==> config.mk <==
export PLATFORM = sky130hd
export DESIGN_NAME = bus_arbiter_rr
export DESIGN_NICKNAME = d
export VERILOG_FILES = /design/src/rtl/bus_arbiter_rr.sv
export SDC_FILE = /design/constraint.sdc
export NUM_CORES = 1
export LEC_CHECK = 0
export ABC_AREA = 1
export BUFFER_PORTS_ARGS = -buffer_cell sky130_fd_sc_hd__buf_4
export CELL_PAD_IN_SITES_DETAIL_PLACEMENT = 1
export CELL_PAD_IN_SITES_GLOBAL_PLACEMENT = 1
export CORE_AREA = 2 2 175 177
export CTS_CLUSTER_SIZE = 12
export DETAILED_ROUTE_END_ITERATION = 8
export DIE_AREA = 0 0 177 179
export PLACE_DENSITY_LB_ADDON = 0.08
export SYNTH_ARGS = -nofsm -noshare
export SYNTH_HDL_FRONTEND = slang
export SYNTH_SLANG_ARGS = --single-unit
==> constraint.sdc <==
create_clock -name clk -period 2.5 [get_ports clk]
set_clock_uncertainty 0.05 [all_clocks]
set_input_delay 0.125 -clock clk [delete_from_list [all_inputs] [get_ports clk]]
set_output_delay 0.125 -clock clk [all_outputs]
set_load 0.005 [all_outputs]
==> src/rtl/bus_arbiter_rr.sv <==
// bus_arbiter_rr: round-robin shared bus between NUM_M masters and NUM_S address-decoded slaves
module bus_arbiter_rr #(
  parameter int NUM_M = 2,
  parameter int NUM_S = 2,
  parameter int AW = 16,
  parameter int DW = 64,
  parameter int RD_LAT = 1,
  parameter logic [NUM_S*AW-1:0] S_BASE = {16'h7000, 16'h0000},
  parameter logic [NUM_S*AW-1:0] S_LIMIT = {16'h71ff, 16'h07ff}
) (
  input  logic clk,
  input  logic reset,
  input  logic [NUM_M-1:0] m_req,
  input  logic [NUM_M-1:0] m_wr,
  input  logic [NUM_M*AW-1:0] m_addr,
  input  logic [NUM_M*DW-1:0] m_dout,
  output logic [NUM_M-1:0] m_grant,
  output logic [NUM_M-1:0] m_done,
  output logic m_err,
  output logic [DW-1:0] m_din,
  output logic [NUM_S-1:0] s_sel,
  output logic [AW-1:0] s_addr,
  output logic s_wr,
  output logic [DW-1:0] s_din,
  input  logic [NUM_S*DW-1:0] s_dout
);
  localparam int LW = (NUM_M > 1) ? $clog2(NUM_M) : 1;
  localparam int CW = (RD_LAT > 0) ? $clog2(RD_LAT + 1) : 1;
  typedef enum logic [1:0] {IDLE, GRANT, ACCESS} state_t;
  state_t state, state_n;
  logic [LW-1:0] last, g, win, j;
  logic [CW-1:0] cnt;
  logic miss, fin, found;
  logic [NUM_S-1:0] dec;
  assign fin = (state == ACCESS) && (cnt == '0);
  assign m_done = fin ? m_grant : '0;
  assign m_err = fin & miss;
  // pick the first requester above the last winner, wrapping around
  always_comb begin
    win = '0;
    found = 1'b0;
    j = last;
    for (int i = 0; i < NUM_M; i++) begin
      j = (j == LW'(NUM_M - 1)) ? '0 : j + 1'b1;
      if (!found && m_req[j]) begin
        win = j;
        found = 1'b1;
      end
    end
  end
  // route the granted master onto the slave side; the grant is one-hot so OR-ing is a mux
  always_comb begin
    s_addr = '0;
    s_wr = 1'b0;
    s_din = '0;
    for (int i = 0; i < NUM_M; i++) begin
      s_addr = s_addr | (m_grant[i] ? m_addr[i*AW +: AW] : '0);
      s_wr = s_wr | (m_grant[i] & m_wr[i]);
      s_din = s_din | (m_grant[i] ? m_dout[i*DW +: DW] : '0);
    end
  end
  // address decode, scanned downward so the lowest matching slave wins on overlap
  always_comb begin
    dec = '0;
    for (int k = NUM_S - 1; k >= 0; k--) begin
      if (s_addr >= S_BASE[k*AW +: AW] && s_addr <= S_LIMIT[k*AW +: AW]) begin
        dec = '0;
        dec[k] = 1'b1;
      end
    end
  end
  // return read data of the selected slave, zero when nothing is selected
  always_comb begin
    m_din = '0;
    for (int k = 0; k < NUM_S; k++) m_din = m_din | (s_sel[k] ? s_dout[k*DW +: DW] : '0);
  end
  // state register
  always_ff @(posedge clk or posedge reset) begin
    if (reset) state <= IDLE;
    else state <= state_n;
  end
  // next state: arbitrate, decode for one cycle, then count out the access
  always_comb begin
    state_n = (state == IDLE) ? (|m_req ? GRANT : IDLE) :
              (state == GRANT) ? ACCESS :
              (cnt == '0) ? IDLE : ACCESS;
  end
  // grant, select, latency counter and round-robin pointer
  always_ff @(posedge clk or posedge reset) begin
    if (reset) begin
      m_grant <= '0;
      s_sel <= '0;
      miss <= 1'b0;
      cnt <= '0;
      g <= '0;
      last <= LW'(NUM_M - 1);
    end else if (state == IDLE) begin
      if (|m_req) begin
        m_grant <= NUM_M'(1) << win;
        g <= win;
      end
    end else if (state == GRANT) begin
      s_sel <= dec;
      miss <= ~|dec;
      cnt <= s_wr ? '0 : CW'(RD_LAT);
    end else if (cnt != '0) begin
      cnt <= cnt - 1'b1;
    end else begin
      m_grant <= '0;
      s_sel <= '0;
      miss <= 1'b0;
      last <= g;
    end
  end
endmodule
==> results.md <==
- Total GRT Usage: 0.109
- Fin Setup TNS: 0 ps
- Hold/Removal Path Class: in -> reg
- Synth top area cells: a22o_1 61%, dfrtp_1 11%, nand2_1 6.2%, buf_6 5.7%, buf_2 5.0%
- Crit path from: m_grant[1]
- GRT overflow: 0
- Detail Route Antenna Nets: 0
- Post CTS Setup Buffer Count: 0
- N_diodes: 0
- Max FO, Critical Path: 45
- NumNets Final: 971
- Slowest stage delay, CP: between 800 and 900 ps
- CTS Buf Count: 3
- Max-slew violations: 0
- Clock Root Buffer: clkbuf_16
- H-tree levels: 1
- Count of input and output buffers: 445
- Die area: 0.0317 mm2
- Post-synthesis sequential area ratio: 0.126
- Mapped Cells: 253
- Unrepaired setup endpoints after global routing: false
- Crit. End Element: primary output
- Clk sink count: 10
- Mapped Area: 0.00199 mm2
- Fmax: 506 MHz
- Yosys warning count: 0
- Tmin final: 1980 ps
- Yosys reg bits: 10
- Most frequent cells in the layout: 446 x buf_4, 138 x a22o_1, 33 x nand2_1
- Critical path class: reg -> out
- Status: complete, no violations
- Pin count of the biggest net entering global routing: 67
- Final Util: 0.193
- Required @ worst endpoint: 2330 ps
- Max Cap Violations: 0
- Worst VDD drop: about 0.00024 V
- Syn nets: 547
- Final Instance Area: 0.00580 mm2
- Die Wd: 177 um
- DRC violations left: 0
- Post-Route WL: approximately 19 mm
- Length of the first detailed-routing pass in iterations: 4
- Placed cell areas: 0.00570 mm2
- First-pass GRT wire length: between 20 and 30 mm
- Core area: 0.0300 mm2
- Clock buffer depth: 2
- Cells along the critical path: buf_12, a22o_1, buf_4
- Vias per cell: 3.65
- Placer Congestion: 0.785
- Vias in the first global route: 4213
- Ratio of cells with drive above 1 in the final layout: 0.688
- CTS tree: done
- Final hold vios: 0
- Commonest non-fill, non-tap cell in the layout: buf_4
- Clock slew at reported path FFs: 40 ps
- Initial Util: 0.0662
- Slew at the pin with the worst max-slew slack: 762 ps
- Area leader, netlist: a22o_1
- Post-DP HPWL: about 17 mm
- Clock Latency Late Sink: between 200 and 250 ps
- Critical Path Slowest Stage Cell: dfrtp_2
- Max transition margin: 0.492
- Unique masters post-synth: 16
- Syn-to-layout area delta: 192%
- Die Y: ~180 um
- Final WS setup: 523 ps
- Period utilization: 0.791
- Post-synth top area share: 0.608
- Iter 0 DRT Violations: 49
- Power per cell area: 587 mW/mm2
- Detailed-route via count: 3911
- Average size of a mapped cell: 7.86 um2
- Initial antenna violation count: 0
- RR Startpoint: m_grant[1]
- Leakage: ~3.1 nW
- # IOs: around 450
- Rows: 64
- Avg WL per Cell: 18.0 um
- Endpoints failing setup: 0
- Worst endpoint data arrival time: about 1800 ps
- Worst Hold Launch: m_req[0]
- Critical path startpoint category: register
- DP Worst Slack: ~730 ps
## layer usage
metal | routed length (um) | GRT usage
met1 | 5780 | 0.0936
met2 | 10900 | 0.231
met3 | 2520 | 0.0475
met4 | 79 | 0.0134
met5 | 0 | 0
## worst paths after layout
path	endpoint	slack (ps)	cells after the start
setup / recovery	s_din[41]	520	3
hold / removal	state[0]	130	3
setup reg to reg	miss	830	7
hold reg to reg	cnt	440	2
max in group asynchronous	last	1650	3
min in group asynchronous	s_sel[1]	430	3
## final cells by class
type	instances	area, um2
Clock buffer	4	88.8
Fill cell	3668	24200
Inverter	14	52.6
Multi-Input combinational cell	197	1460
Sequential cell	10	256
Tap cell	396	495
Timing Repair Buffer	451	3440
## cell families (layout without fill, tap and decap cells)
| group | after synthesis | in the layout | synth area share |
|---|---|---|---|
| AOI/OAI and AO/OA | 146 | 146 | 0.630 |
| buffers and inverters | 46 | 469 | 0.137 |
| DFF | 10 | 10 | 0.126 |
| and+or+nand+nor | 51 | 51 | 0.106 |
## state kept, by name, summed over array words and instances, names as in the netlist
signal   count
m_grant      2
miss         1
cnt          1
last         1
state        2
g            1
s_sel        2
## Yosys cell counts
cell type / count
o21ai_1: 1
nand2_1: 33
o21ai_2: 1
dfstp_2: 1
inv_1: 14
or2_2: 1
buf_6: 10
clkbuf_1: 2
nand3_1: 3
o21ai_0: 6
nand2_2: 4
dfrtp_1: 9
nand3b_1: 1
buf_2: 20
a22o_1: 138
nor2_1: 9
## what timing repair did
item,4_1_cts,5_1_grt
hold buffers,1,0
gates resized for setup,0,0
endpoints found under the hold margin,9,0
## metrics by stage
| step | total power (W) | cells | hold slack, ps |
|---|---|---|---|
| floorplan | 0.00154 | 253 | -85.5 |
| global placement | 0.00317 | 1067 | 110 |
| detailed placement | 0.00318 | 1067 | 122 |
| CTS | 0.00351 | 1072 | 136 |
| global route | 0.00370 | 1072 | 155 |
| finish | 0.00340 | 1072 | 128 |
## worst max-delay path, delay by kind of cell, from the launching register on
family / cells / cell delay (ps)
compound gates: 1 / 250
buf+inv: 2 / 440
flops: 1 / 850
## where the power goes
group	switching (W)	total, W	internal (W)
Clock	0.0000762	0.000317	0.000241
Combinational	0.00113	0.00268	0.00155
Sequential	0.000176	0.000408	0.000231
No activity file was read; power rests on OpenSTA's default activity.
